<file path="src/rtl/sevenseg_pkg.sv">
// Shared types and constants for the seven-segment scanner.
// Optional leading-zero blanking is enabled with the SEVENSEG_LZB_EN macro.
package sevenseg_pkg;

  typedef enum logic [1:0] {
    IDLE   = 2'd0,
    BLANK  = 2'd1,
    ACTIVE = 2'd2
  } scan_state_t;

  localparam int SEG_W = 7;

  // Active-high segment patterns {g,f,e,d,c,b,a}; entry 0 is the rightmost element
  localparam logic [15:0][SEG_W-1:0] SEG_TABLE = {
    7'h71, 7'h79, 7'h5E, 7'h39, 7'h7C, 7'h77, 7'h6F, 7'h7F,
    7'h07, 7'h7D, 7'h6D, 7'h66, 7'h4F, 7'h5B, 7'h06, 7'h3F
  };

endpackage

</file>
<file path="src/rtl/sevenseg_scanner_hex_to_7seg.sv">
// Combinational hex nibble to active-low seven-segment decoder.
module hex_to_7seg
  import sevenseg_pkg::*;
(
  input  logic [3:0]       nibble,
  output logic [SEG_W-1:0] seg_n
);

  // Table lookup, inverted for the common-anode display
  always_comb seg_n = ~SEG_TABLE[nibble];

endmodule

</file>
<file path="src/rtl/sevenseg_scanner.sv">
// Multiplexed common-anode seven-segment scanner with inter-digit blanking.
// The packed hex word is latched once per frame (at digit 0) so the display
// never tears. Define SEVENSEG_LZB_EN to blank leading zero digits.
module sevenseg_scanner
  import sevenseg_pkg::*;
#(
  parameter int NUM_DIGITS   = 4,
  parameter int DIGIT_CYCLES = 50000,
  parameter int BLANK_CYCLES = 500
) (
  input  logic                    clk,
  input  logic                    reset_n,
  input  logic [4*NUM_DIGITS-1:0] data_in,
  input  logic                    enable,
  output logic [SEG_W-1:0]        seg_n,
  output logic [NUM_DIGITS-1:0]   an_n,
  output logic                    frame_done
);

  localparam int MAX_CNT = (DIGIT_CYCLES > BLANK_CYCLES) ? DIGIT_CYCLES : BLANK_CYCLES;
  localparam int CNT_W   = (MAX_CNT > 1) ? $clog2(MAX_CNT) : 1;
  localparam int IDX_W   = (NUM_DIGITS > 1) ? $clog2(NUM_DIGITS) : 1;

  localparam logic [CNT_W-1:0] DIG_LAST = CNT_W'(DIGIT_CYCLES - 1);
  localparam logic [CNT_W-1:0] BLK_LAST = CNT_W'(BLANK_CYCLES - 1);
  localparam logic [IDX_W-1:0] IDX_LAST = IDX_W'(NUM_DIGITS - 1);

  scan_state_t                 state_q, state_d;
  logic [CNT_W-1:0]            cnt_q, cnt_d;
  logic [IDX_W-1:0]            idx_q, idx_d;
  logic [NUM_DIGITS-1:0][3:0]  shadow_q, shadow_d;
  logic [SEG_W-1:0]            seg_n_q, seg_n_d;
  logic [NUM_DIGITS-1:0]       an_n_q, an_n_d;
  logic                        frame_done_q, frame_done_d;
  logic                        latch;
  logic                        dig_blank;
  logic [3:0]                  nibble;
  logic [SEG_W-1:0]            dec_seg_n;

`ifdef SEVENSEG_LZB_EN
  logic [NUM_DIGITS-1:0] mask_q, mask_d;

  // Digit k is blanked when it and every higher digit are zero; digit 0 never is
  function automatic logic [NUM_DIGITS-1:0] lzb_mask(input logic [NUM_DIGITS-1:0][3:0] d);
    logic [NUM_DIGITS-1:0] m;
    logic                  zero_above;
    m          = '0;
    zero_above = 1'b1;
    for (int k = NUM_DIGITS - 1; k > 0; k--) begin
      zero_above = zero_above & (d[k] == 4'h0);
      m[k]       = zero_above;
    end
    return m;
  endfunction
`endif

  // State and datapath registers; async reset forces the display dark at once
  always_ff @(posedge clk or negedge reset_n) begin
    if (!reset_n) begin
      state_q      <= IDLE;
      cnt_q        <= '0;
      idx_q        <= '0;
      shadow_q     <= '0;
      seg_n_q      <= '1;
      an_n_q       <= '1;
      frame_done_q <= 1'b0;
`ifdef SEVENSEG_LZB_EN
      mask_q       <= '0;
`endif
    end else begin
      state_q      <= state_d;
      cnt_q        <= cnt_d;
      idx_q        <= idx_d;
      shadow_q     <= shadow_d;
      seg_n_q      <= seg_n_d;
      an_n_q       <= an_n_d;
      frame_done_q <= frame_done_d;
`ifdef SEVENSEG_LZB_EN
      mask_q       <= mask_d;
`endif
    end
  end

  // Next state: dropping enable always returns to IDLE on the next edge
  always_comb begin
    state_d = state_q;
    case (state_q)
      IDLE:    if (enable) state_d = BLANK;
      BLANK:   if (!enable) state_d = IDLE;
               else if (cnt_q == BLK_LAST) state_d = ACTIVE;
      ACTIVE:  if (!enable) state_d = IDLE;
               else if (cnt_q == DIG_LAST) state_d = BLANK;
      default: state_d = IDLE;
    endcase
  end

  // Counter, digit index, frame latch and end-of-frame pulse
  always_comb begin
    cnt_d        = cnt_q + CNT_W'(1);
    idx_d        = idx_q;
    latch        = (state_q == BLANK) && (state_d == ACTIVE) && (idx_q == '0);
    shadow_d     = latch ? data_in : shadow_q;
    frame_done_d = 1'b0;
    if (state_d == IDLE || state_d != state_q) cnt_d = '0;
    if (state_d == IDLE) begin
      idx_d = '0;
    end else if (state_q == ACTIVE && state_d == BLANK) begin
      idx_d        = (idx_q == IDX_LAST) ? '0 : idx_q + IDX_W'(1);
      frame_done_d = (idx_q == IDX_LAST);
    end
  end

`ifdef SEVENSEG_LZB_EN
  // Blank mask is recomputed only at the frame latch
  always_comb begin
    mask_d    = latch ? lzb_mask(data_in) : mask_q;
    dig_blank = mask_d[idx_d];
  end
`else
  // Every digit is always lit
  always_comb dig_blank = 1'b0;
`endif

  // Decode from next-cycle values so the registered pins track the state
  always_comb nibble = shadow_d[idx_d];

  hex_to_7seg u_dec (
    .nibble (nibble),
    .seg_n  (dec_seg_n)
  );

  // Outputs: dark unless the next state is a lit, unblanked ACTIVE digit
  always_comb begin
    an_n_d  = '1;
    seg_n_d = '1;
    if (state_d == ACTIVE && !dig_blank) begin
      an_n_d[idx_d] = 1'b0;
      seg_n_d       = dec_seg_n;
    end
  end

  assign seg_n      = seg_n_q;
  assign an_n       = an_n_q;
  assign frame_done = frame_done_q;

endmodule
</file>
<file path="config.mk">
export PLATFORM = sky130hd
export DESIGN_NAME = sevenseg_scanner
export DESIGN_NICKNAME = d
export VERILOG_FILES = /design/src/rtl/sevenseg_pkg.sv /design/src/rtl/sevenseg_scanner_hex_to_7seg.sv /design/src/rtl/sevenseg_scanner.sv
export SDC_FILE = /design/constraint.sdc
export NUM_CORES = 1
export LEC_CHECK = 0
export CAP_MARGIN = 15
export CORE_MARGIN = 8
export CORE_UTILIZATION = 50
export DETAILED_ROUTE_END_ITERATION = 10
export PLACE_DENSITY = 0.79
export RECOVER_POWER = 50
export SLEW_MARGIN = 20
export SYNTH_ARGS = -nofsm -noshare
export SYNTH_HDL_FRONTEND = slang
export SYNTH_SLANG_ARGS = --single-unit
</file>
<file path="constraint.sdc">
create_clock -name clk -period 3.2 [get_ports clk]
set_input_delay 0.64 -clock clk [delete_from_list [all_inputs] [get_ports clk]]
set_output_delay 0.64 -clock clk [all_outputs]
set_load 0.02 [all_outputs]
</file>
==> flow_summary.toml <==
[yosys]
netlist_area_mm2 = 0.00246
ys_types = 51
syn_nets = 243
synth_cells = 215
ys_seq_area_frac = 0.493
postSynth.asyncResetShare = 1.00
synth_edf_count = 0
syn_area_per_cell_um2 = 11.5
synth-seq-cells = 48
synth_ff_type = "dfrtp_1"
yosys_warnings = 0

[critical_path]
crit_start = "cnt_q[10]"
max_stage_delay_ns = 0.55
crit_path_end_kind = "flip-flop"
reg2reg_slack_ns = 0.1
path_cells = "or4_4 -> nor4_4 -> buf_4 -> mux2i_4 -> o21ai_4 -> clkinv_4 -> mux2i_2 -> mux2i_4 -> ha_1 -> or3_1 -> o221ai_1 -> nand2_1"
reg2reg_depth = 12
path_buf_inv = 2
worstPathRequired_ns = 3.43
r2r_end = "seg_n[0]"
crit_path_frequent_cell = "mux2i_4"
crit_type = "reg2reg"
crit-reg2reg-launch = "cnt_q[10]"
worstSetupStartpointType = "flip-flop"
cpLargestDelayFamily = "simple AND/OR/NAND/NOR gates"
crit_end = "seg_n[0]"
arrival_ns = 3.34
cp_max_fo = 9
cp_slowest_cell = "or4_4"
cp.depth = 12

[global_route]
grt-ovfl-total = 0
grt_pass1_wl_um = 8400
use_met2 = 0.218
grt_antenna_before_repair = 0
grtUsageTotal = 0.140
grt_max_degree = 49
met3_usage = 0.0406
top_usage_layer = "met2"
met1_usage = 0.183
grt_pass1_vias = 1787

[power]
peakVddDrop_v = 0.000190
internal_power_uw = 780
power_leakage_nw = 1.41
switching_share = 0.222
power_frac_comb = 0.045
switchingPower_uw = 222
clkPwrFrac = 0.345
cellPowerDensity_mw_per_mm2 = 314
p_seq_frac = 0.610

[clock_network]
cts_tree = "done"
htreeDepth = 2
clkSlewWorstSetupHoldPaths_ns = 0.09
insertion_delay_ns = 0.30
cts-buffers-inserted = 5
clock-sinks = 48
clk_path_buf_depth = 2
cts-root-buf = "clkbuf_8"

[drt]
drt_iter0_drc = 85
ant_nets = 0
route.detailed.drc = 0
routed_wl_um = 5180
vias = 1796
drt-pass1-iter-count = 4
avgRoutedWirePerCell_um = 15.2
vias_per_cell = 5.25

[timing]
setup-violations-final = 0
clock_skew_ns = 0.00387
tightestPinTransition_ns = 2.45
holdWs_ns = 0.482
rsz0062_at_grt = "true"
finalCritPeriodShare = 0.970
hold_viol_final = 0
slew_viol_final = 49
layout_min_cycle_time_ns = 3.10
slew_headroom = -0.636
max_freq_ghz = 0.322

[placement]
placed_area_mm2 = 0.00299
dp.cells = 329
hpwl_um = 3610
port_buffers = 30
gp_congestion = 0.837

[layout]
final_layout_size_suffix_gt1_frac = 0.327
fill_cells = 351
multiInputGateArea_mm2 = 0.00125
final_cell_mix = "dfrtp_1, clkdlybuf4s50_1, nor2_1, buf_4, mux2_2"
layout.nets = 302
layout_commonest_cell = "dfrtp_1"
layout.area.seq_mm2 = 0.00121
fin_util = 0.671
design_area_mm2 = 0.00319
syn2layout_area_growth_pct = 29.4
layoutNonFillerInstCount = 342
n_antenna_cell = 0

[worst_hold_path]
hold_start = "cnt_q[0]"
hp-class = "reg2reg"

[outcome]
violations = "max-capacitance violations, max-slew violations"
status = "finished, violations left"

[floorplan]
rows = 25
core_area_mm2 = 0.00475
fp.dieH_um = 86.2
die_area_mm2 = 0.00743
start_util = 0.518
fp.dieW_um = 86.2
ios = 31

[job]
maxCapViolations = 1
-- synth_stat cells, types with 5 or more instances --
| library cell | count | share of area |
|---|---|---|
| xor2_1 | 10 | 0.036 |
| xnor2_1 | 5 | 0.018 |
| nand4_1 | 5 | 0.013 |
| nand3_1 | 8 | 0.016 |
| ha_1 | 9 | 0.046 |
| dfrtp_1 | 37 | 0.38 |
| mux2_2 | 15 | 0.069 |
| nand2_1 | 11 | 0.017 |
| mux2i_1 | 7 | 0.028 |
| dfstp_2 | 11 | 0.12 |
| nor2_1 | 27 | 0.041 |
| inv_1 | 10 | 0.015 |
-- cell type report --
type	instances	area share
Timing Repair Buffer	57	0.160
Clock buffer	5	0.0216
Tap cell	67	0.0263
Clock inverter	3	0.00432
Inverter	11	0.0145
Multi-Input combinational cell	151	0.393
Sequential cell	48	0.381
-- how the worst min path moves through the flow --
stage,slack [ns],to,cells past startpoint
final,0.48,cnt_q[0],1
after CTS,0.48,cnt_q[0],1
after detailed placement,0.47,cnt_q[0],1
after global placement,0.45,cnt_q[0],1
after global routing,0.51,cnt_q[0],1
after floorplan,0.34,cnt_q[0],0
-- routing by layer --
| layer | vias up | wire, µm |
|---|---|---|
| met3 | 7 | 250 |
| met4 | 0 | 62 |
| met1 | 885 | 2320 |
| met5 | - | 0 |
| met2 | 39 | 2550 |
| li1 | 865 | - |
-- power groups by stage --
stage | Sequential [mW] | Clock [mW] | Combinational (mW)
final | 0.611 | 0.346 | 0.0451
after floorplan | 0.622 | 0 | 0.00735
after CTS | 0.611 | 0.353 | 0.0460
after detailed placement | 0.622 | 0 | 0.0459
after global placement | 0.622 | 0 | 0.0455
after global routing | 0.611 | 0.378 | 0.0499
-- repair_timing --
| item | in CTS | in global routing |
|---|---|---|
| gates resized for setup | 2 | 16 |
| hold buffers | 0 | 0 |
| buffers inserted | 1 | 4 |
| endpoints found under the setup margin | 7 | 7 |
| pin swaps | 1 | 6 |
-- sequential cells by signal, indices dropped and copies added (netlist names) --
register / count
frame_done: 1
shadow_q: 16
cnt_q: 16
seg_n: 7
state_q: 2
idx_q: 2
an_n: 4
-- logic make-up (layout without fill, tap and decap cells) --
group	count (synthesis)	count (layout)	share of synthesized area
and+or+nand+nor	79	79	0.182
xor gates and xnor gates	15	15	0.0533
AOI/OAI and AO/OA	24	24	0.0833
buffers and inverters	16	76	0.0335
DFF	48	48	0.493
muxes	24	24	0.109
adders and majority gates	9	9	0.0457
-- stage by stage --
step	setup TNS (ns)	setup slack (ns)	total power, mW
after global placement	0	0.0278	0.667
final	0	0.0954	1.00
after detailed placement	-0.0537	-0.0249	0.668
after floorplan	0	0.0142	0.629
after global routing	-0.0426	-0.0262	1.04
after CTS	0	0.00209	1.01
No activity file was read; power rests on OpenSTA's default activity.
